--- config.mk ---
export PLATFORM = sky130hd
export DESIGN_NAME = imem_boot_loader
export DESIGN_NICKNAME = d
export VERILOG_FILES = /design/src/rtl/boot_pkg.sv /design/src/rtl/boot_word_packer.sv /design/src/rtl/imem_boot_loader.sv
export SDC_FILE = /design/constraint.sdc
export NUM_CORES = 1
export LEC_CHECK = 0
export ABC_AREA = 1
export CAP_MARGIN = 20
export CORE_ASPECT_RATIO = 1.4
export CORE_MARGIN = 1.5
export CORE_UTILIZATION = 25
export CTS_BUF_LIST = sky130_fd_sc_hd__clkbuf_8
export DETAILED_ROUTE_END_ITERATION = 16
export PLACE_DENSITY = 0.43
export SKIP_CTS_REPAIR_TIMING = 1
export SYNTH_ARGS = -nofsm -noshare
export SYNTH_HDL_FRONTEND = slang
export SYNTH_SLANG_ARGS = --single-unit
--- constraint.sdc ---
create_clock -name clk -period 1.6 [get_ports clk]
set_input_delay 0.32 -clock clk [delete_from_list [all_inputs] [get_ports clk]]
set_output_delay 0.32 -clock clk [all_outputs]
set_load 0.1 [all_outputs]
--- src/rtl/boot_pkg.sv ---
// Shared definitions for the instruction-memory boot loader.
//   boot_state_e : loader FSM states (StCsum only with BOOT_CHECKSUM_EN)
//   HDR_BYTES    : bytes in the word-count header
//   WORD_BYTES   : bytes per instruction word
// Configuration macro: BOOT_CHECKSUM_EN adds the trailing checksum state.
package boot_pkg;

   localparam int unsigned HDR_BYTES  = 2;
   localparam int unsigned WORD_BYTES = 4;

   typedef enum logic [2:0] {
      StHdrHi,
      StHdrLo,
      StData,
`ifdef BOOT_CHECKSUM_EN
      StCsum,
`endif
      StFlush,
      StDone,
      StErr
   } boot_state_e;

endpackage

--- src/rtl/boot_word_packer.sv ---
// Assembles big-endian 32-bit words from a byte stream.
// Ports:
//   clk, rst    : clock, synchronous active-high reset (clears counter and registers)
//   byte_en     : accept byte_in this cycle
//   byte_in     : incoming byte, MSB of the word first
//   last_byte   : combinational, the next accepted byte completes a word
//   word        : last completed word (held until the next word completes)
//   word_valid  : one-cycle pulse in the cycle after a word completes
module boot_word_packer
   import boot_pkg::*;
(
   input  logic        clk,
   input  logic        rst,
   input  logic        byte_en,
   input  logic [7:0]  byte_in,
   output logic        last_byte,
   output logic [31:0] word,
   output logic        word_valid
);

   logic [1:0]  cnt_q;
   logic [23:0] shift_q;
   logic [31:0] word_q;
   logic        valid_q;

   assign last_byte  = (cnt_q == 2'(WORD_BYTES - 1));
   assign word       = word_q;
   assign word_valid = valid_q;

   always_ff @(posedge clk) begin
      if (rst) begin
         cnt_q   <= '0;
         shift_q <= '0;
         word_q  <= '0;
         valid_q <= 1'b0;
      end else begin
         valid_q <= byte_en && last_byte;
         if (byte_en) begin
            // Counter wraps 3 -> 0 so the next word starts cleanly.
            cnt_q   <= cnt_q + 1'b1;
            shift_q <= {shift_q[15:0], byte_in};
            if (last_byte) begin
               word_q <= {shift_q, byte_in};
            end
         end
      end
   end

endmodule

--- src/rtl/imem_boot_loader.sv ---
// Boot loader: receives a program image as a byte stream (16-bit word count N,
// then N big-endian words), writes the words to instruction memory from address 0,
// then releases the core's active-low reset.
// Ports:
//   clk, rst              : clock, synchronous active-high reset
//   rx_valid/rx_data/rx_ready : byte stream handshake
//   imem_we/imem_addr/imem_wdata : one-cycle instruction-memory write
//   core_rstb             : active-low core reset, high once boot completes
//   boot_done, boot_err   : sticky status flags
// Configuration macro: BOOT_CHECKSUM_EN adds a trailing XOR checksum byte.
module imem_boot_loader
   import boot_pkg::*;
#(
   parameter int unsigned ADDR_W = 10
) (
   input  logic              clk,
   input  logic              rst,
   input  logic              rx_valid,
   input  logic [7:0]        rx_data,
   output logic              rx_ready,
   output logic              imem_we,
   output logic [ADDR_W-1:0] imem_addr,
   output logic [31:0]       imem_wdata,
   output logic              core_rstb,
   output logic              boot_done,
   output logic              boot_err
);

   localparam logic [16:0] MaxWords = 17'(1) << ADDR_W;

   boot_state_e       state_q, state_d;
   logic [7:0]        hdr_hi_q;
   logic [ADDR_W:0]   n_q;      // one extra bit so N == 2^ADDR_W fits
   logic [ADDR_W:0]   idx_q;
   logic [ADDR_W:0]   idx_inc;
   logic [ADDR_W-1:0] addr_q;
   logic              rx_ready_q, core_rstb_q, boot_done_q, boot_err_q;
   logic              rx_ready_d;
   logic              accept, data_acc, last_byte;
   logic [15:0]       hdr_n;
`ifdef BOOT_CHECKSUM_EN
   logic [7:0]        csum_q;
`endif

   assign accept   = rx_valid && rx_ready_q;
   assign data_acc = accept && (state_q == StData);
   assign hdr_n    = {hdr_hi_q, rx_data};
   assign idx_inc  = idx_q + 1'b1;

   boot_word_packer u_packer (
      .clk        (clk),
      .rst        (rst),
      .byte_en    (data_acc),
      .byte_in    (rx_data),
      .last_byte  (last_byte),
      .word       (imem_wdata),
      .word_valid (imem_we)
   );

   always_comb begin
      state_d = state_q;
      case (state_q)
         StHdrHi: if (accept) state_d = StHdrLo;
         StHdrLo: begin
            if (accept) begin
               if (hdr_n == 16'd0 || {1'b0, hdr_n} > MaxWords) state_d = StErr;
               else                                            state_d = StData;
            end
         end
         StData: begin
            // Leave on the byte completing the final word; its write lands in the next state.
            if (data_acc && last_byte && idx_inc == n_q) begin
`ifdef BOOT_CHECKSUM_EN
               state_d = StCsum;
`else
               state_d = StFlush;
`endif
            end
         end
`ifdef BOOT_CHECKSUM_EN
         StCsum: begin
            if (accept) state_d = (rx_data == csum_q) ? StFlush : StErr;
         end
`endif
         StFlush: state_d = StDone;
         StDone:  state_d = StDone;
         StErr:   state_d = StErr;
         default: state_d = StHdrHi;
      endcase

      rx_ready_d = (state_d == StHdrHi) || (state_d == StHdrLo) || (state_d == StData)
`ifdef BOOT_CHECKSUM_EN
                   || (state_d == StCsum)
`endif
                   ;
   end

   always_ff @(posedge clk) begin
      if (rst) begin
         state_q     <= StHdrHi;
         hdr_hi_q    <= '0;
         n_q         <= '0;
         idx_q       <= '0;
         addr_q      <= '0;
         rx_ready_q  <= 1'b0;
         core_rstb_q <= 1'b0;
         boot_done_q <= 1'b0;
         boot_err_q  <= 1'b0;
`ifdef BOOT_CHECKSUM_EN
         csum_q      <= '0;
`endif
      end else begin
         state_q     <= state_d;
         rx_ready_q  <= rx_ready_d;
         // Flags follow the next state so they rise on the transition edge.
         core_rstb_q <= (state_d == StDone);
         boot_done_q <= (state_d == StDone);
         boot_err_q  <= (state_d == StErr);
         if (accept && state_q == StHdrHi) hdr_hi_q <= rx_data;
         if (accept && state_q == StHdrLo) n_q <= hdr_n[ADDR_W:0];
         if (data_acc && last_byte) begin
            addr_q <= idx_q[ADDR_W-1:0];
            idx_q  <= idx_inc;
         end
`ifdef BOOT_CHECKSUM_EN
         if (data_acc) csum_q <= csum_q ^ rx_data;
`endif
      end
   end

   assign rx_ready  = rx_ready_q;
   assign imem_addr = addr_q;
   assign core_rstb = core_rstb_q;
   assign boot_done = boot_done_q;
   assign boot_err  = boot_err_q;

endmodule

Word-level counts from Yosys, hierarchy flattened. Cells that the tools add are included.

Bits in writable memories: 0. Bits in read-only memories: 0. Memories: 0. Latch bits: 0. Bits in registers: 105. Output and inout port bits: 47.

Equality and inequality tests: 11. Reductions and logical operators: 14. Mux-type cells: 5. $add $sub $neg: 2. Magnitude comparators: 1. $mul: 0. Shifts and indexed selects: 0. Bitwise gates (word level): 0. Divide/modulo/power cells: 0.

Operators by type and width (count): 16-bit by 11-bit > comparator with 1-bit output, second input constant (1); 16-bit logical NOT (1); 3-bit one-hot mux with 5 select lines (1); 3-bit equality test, second input constant (4); 3-bit 2-to-1 mux (4); 11-bit by 1-bit adder with 11-bit output, second input constant (1); 11-bit equality test (1); 3-bit by 2-bit equality test with 1-bit output, second input constant (3); 3-bit by 1-bit equality test with 1-bit output, second input constant (2); 1-bit logical AND (6); 3-bit logical NOT (2); 1-bit logical OR (3); 2-bit by 1-bit adder with 2-bit output, second input constant (1); 2-bit equality test, second input constant (1); 2-bit AND reduction (1); 2-bit OR reduction (1).

Longest topological paths before layout.
Word-level depth: 9. Gate-level depth with buffers: 12. Depth with buffers taken out: 12.

By module. Synthesis repeated with hierarchy kept, for this count alone.

Cell total of the unflattened synthesis: 610. Area total of the unflattened synthesis: 4423.0 um^2.

Modules (own cells, without submodules): imem_boot_loader (cells an instance 322, area each 2225.9 um^2, times used 1, seq. area each 920.9 um^2); boot_word_packer (cells an instance 288, area each 2197.1 um^2, times used 1, seq. area each 1181.1 um^2).

Worst setup path after synthesis. Ideal clock, no wire load.

Kind: flip-flop to flip-flop. From: reg rx_ready_q (netlist: rx_ready). To: reg boot_done_q (netlist: boot_done). Period minus slack after synthesis: 2134 ps. Path slack: -534 ps. Data arrival time: 2024 ps. Buffers on the path: 0. Stages on the path, launching flop included: 10. Path through: dfxtp_1 nand3_2 nor2_8 nand2_4 nor2_1 nand3_1 nor2_1 nand4_1 nand2_1 nor2_1.

Longest elaborated chain between the ends: 7. Elaborated cells on any way between the ends: 9. Classes of those cells: eq/ne (1); mux (4); reduce/logical (4).

RTL lines: from (decl) (RTL line imem_boot_loader.sv:37) `logic rx_ready_q, core_rstb_q, boot_done_q, boot_err_q;`; from (signal assigned) (RTL line imem_boot_loader.sv:114) `rx_ready_q <= rx_ready_d;`; 1-bit logical AND (*) (RTL line imem_boot_loader.sv:45) `assign accept = rx_valid && rx_ready_q;`; 1-bit logical AND (RTL line imem_boot_loader.sv:46) `assign data_acc = accept && (state_q == StData);`; 1-bit logical AND (2 in series) (RTL line imem_boot_loader.sv:72) `if (data_acc && last_byte && idx_inc == n_q) begin`; 3-bit 2-to-1 mux (RTL line imem_boot_loader.sv:72); 3-bit one-hot mux with 5 select lines (*) (RTL line imem_boot_loader.sv:62) `case (state_q)`; 3-bit equality test (*) (RTL line imem_boot_loader.sv:117) `boot_done_q <= (state_d == StDone);`; to (signal assigned) (RTL line imem_boot_loader.sv:117); to (decl) (RTL line imem_boot_loader.sv:37).

Mark *: on every way between the ends. The rest lies on a longest branch, timed or not. A chain may end at the register's enable or synchronous reset.

Worst setup path in the final report.
From: reg idx_q[1]. To: reg boot_done_q (netlist: boot_done).

Longest elaborated chain between the ends: 6.

RTL lines: from (decl) (RTL line imem_boot_loader.sv:34) `logic [ADDR_W:0] idx_q;`; from (signal assigned) (RTL line imem_boot_loader.sv:123) `idx_q <= idx_inc;`; 11-bit by 1-bit adder with 11-bit output (RTL line imem_boot_loader.sv:48) `assign idx_inc = idx_q + 1'b1;`; 11-bit equality test (RTL line imem_boot_loader.sv:72); 1-bit logical AND (RTL line imem_boot_loader.sv:72); 3-bit 2-to-1 mux (RTL line imem_boot_loader.sv:72); 3-bit one-hot mux with 5 select lines (RTL line imem_boot_loader.sv:62); 3-bit equality test (RTL line imem_boot_loader.sv:117).

Every way passes these cells.

==> results.toml <==
[run_status]
status = "complete, but fails checks"
violations = "design-rule violations"

[clock_tree]
htree_num_levels = 3
cts_tree = "built"
cts_buffers = 9
cts-root-buf = "clkbuf_8"
clk_pin_slew_ns = 0.11
cts_buffer_depth = 2
clock-sinks = 105
clkLatencyLatePin_ns = 0.38

[finish]
syn_to_final_growth_pct = 44.5
layout_commonest_cell = "dfxtp_1"
multi_input_area_mm2 = 0.00187
nets = 649
final_cell_mix = "dfxtp_1, nand2_1, o21ai_0"
n_fill_cell = 1677
final_area_mm2 = 0.00603
drive_gt1_frac = 0.231
layout.area.seq_mm2 = 0.00212
num_antenna_cells = 0

[timing]
min_period_over_period = 0.967
hold_viol = 0
worst_clock_skew_ns = 0.0151
slew_headroom = 0.796
min_period_ns = 1.55
fmax_mhz = 646
fin_ws_ns = 0.0528
rsz0062_at_grt = "true"
maxSlewViolCount = 0
worst_pin_slew_ns = 0.304
setup_viol = 0

[logic_synthesis]
synth_fp_nets = 567
synth-seq-cells = 105
synth_cell_types = 31
synth_area_leaders = "dfxtp_1, o21ai_0, nand2_1"
synthArstFlopShare = 0
syn_avg_cell_area_um2 = 7.53
synth_warnings = 0
yosys.area.top_type = "dfxtp_1"
yosysSeqAreaShare = 0.504
synth_area_mm2 = 0.00417
ys.flop_type = "dfxtp_1"
synth_top_area_share = 0.504
synth-edff-count = 0
syn-instance-count = 554

[routing]
final_antenna_net_count = 0
wl_mm = 11.6
avgRoutedWirePerCell_um = 13.8
vias_per_cell = 4.55
drt_pass1_iterations = 10
vias = 3821
drtIter0Drc = 94
drcViolationCount = 4

[placed_design]
post-dp-hpwl_mm = 8.53
placed_area_mm2 = 0.00572
routabilityCongestion = 0.797
pre_cts_slack_ns = -0.342
portBuffers = 57

[global_routing]
grt_pass1_wl_mm = 18.8
grt_max_degree = 37
grt_pass1_vias = 3725
antenna_found_initial = 0
track_usage = 0.136
overflow = 0

[worst_setup_path]
crit_type = "reg2reg"
end_kind = "flop"
crit_top_cell = "nand2_1"
crit_path_max_fanout = 5
critPathArrivalTime_ns = 1.82
cp-start-kind = "flop"
path_cells = "ha_4, nand2_8, nor2_4, nand2_1, nand2_1, nand2_1, nand2_1, nand2_2, nor2_2, nand4_1, nand2_1, nor2_1"
critPathMaxStageDelay_ns = 0.38
required_ns = 1.88
crit_slowest_cell = "dfxtp_4"

[floorplan]
core-area_mm2 = 0.0162
ioPinCount = 58
die_w_um = 112
die_h_um = 156
core.rowCount = 55
initial_core_util = 0.257
die-area_mm2 = 0.0175

[pwr]
ir_drop_mv = 0.462
power_mw = 4.71
p_per_area_mw_per_mm2 = 782
p_leak_nw = 2.53

[run]
maxCapViolations = 0

[worst_hold_path]
hp-class = "reg2reg"
==> per-layer routing <==
layer / vias up / wire length, um / global-route usage
met5: - / 0 / 0
met1: 1772 / 4850 / 0.155
li1: 1981 / - / -
met2: 56 / 6260 / 0.254
met4: 0 / 178 / 0.0494
met3: 12 / 314 / 0.0233
==> synthesized netlist by cell type, types with 2 or more instances <==
master / number
nand2_1: 92
buf_1: 2
nand3_2: 2
inv_2: 2
nor2_4: 3
clkbuf_1: 15
nor2_1: 82
a21oi_1: 46
nand2_2: 4
buf_4: 2
clkinv_1: 2
nand4_1: 4
a31oi_1: 2
nand3b_1: 5
inv_1: 38
nand3_1: 40
o21ai_0: 83
buf_2: 9
nor3_1: 4
ha_1: 2
dfxtp_1: 105
==> where the power goes <==
group          switching [mW]  internal (mW)  total, mW  leakage [nW]
sequential             0.0327           2.65       2.69         0.852
combinational           0.217          0.149      0.366          1.58
clock                    1.04          0.617       1.66        0.0966
total                    1.29           3.42       4.71          2.53
==> stage by stage <==
| step | hold slack, ns | utilization | TNS [ns] | cells |
|---|---|---|---|---|
| 6_report | 0.474 | 0.371 | 0 | 840 |
| 4_1_cts | 0.473 | 0.364 | -0.296 | 839 |
| 3_5_place_dp | 0.454 | 0.352 | -18.67 | 823 |
| 5_1_grt | 0.492 | 0.371 | -0.321 | 840 |
| 3_3_place_gp | 0.440 | 0.352 | -16.16 | 823 |
| 2_1_floorplan | 0.429 | - | 0 | 554 |
==> state kept, by name, summed over array words and instances (netlist names) <==
name                 cells
state_q                  3
boot_done                1
idx_q                   11
u_packer.word           32
u_packer.word_valid      1
rx_ready                 1
u_packer.cnt_q           2
imem_addr               10
hdr_hi_q                 8
n_q                     11
u_packer.shift_q        24
boot_err                 1
==> path summary, 6_finish.rpt <==
check / startpoint / end / slack, ns / cells after the start
setup / recovery: idx_q[1] / boot_done / 0.05 / 12
hold / removal: u_packer.cnt_q[0] / u_packer.cnt_q[0] / 0.47 / 1
setup reg to reg: idx_q[1] / boot_done / 0.05 / 12
hold reg to reg: u_packer.cnt_q[0] / u_packer.cnt_q[0] / 0.47 / 1
==> layout make-up <==
cell class | instances | share of cell area
Timing Repair Buffer | 99 | 0.238
Sequential cell | 105 | 0.352
Tap cell | 199 | 0.0413
Clock inverter | 7 | 0.0112
Inverter | 42 | 0.0262
Clock buffer | 9 | 0.0206
Multi-Input combinational cell | 379 | 0.311
==> critical path, delay by kind of cell, from the launching register on <==
kind,cells,cell delay [ns]
fa+ha+maj,1,0.18
flops,1,0.38
simple gates,11,0.89
==> logic make-up (layout without fill, tap and decap cells) <==
group           Yosys count  after routing  synth area share
simple gates            241            241             0.255
compound gates          134            134             0.163
flops                   105            105             0.504
xor+xnor                  2              2           0.00420
buf+inv                  70            157            0.0675
fa+ha+maj                 2              2           0.00600
Note: power is estimated with default switching activity, not from simulation.
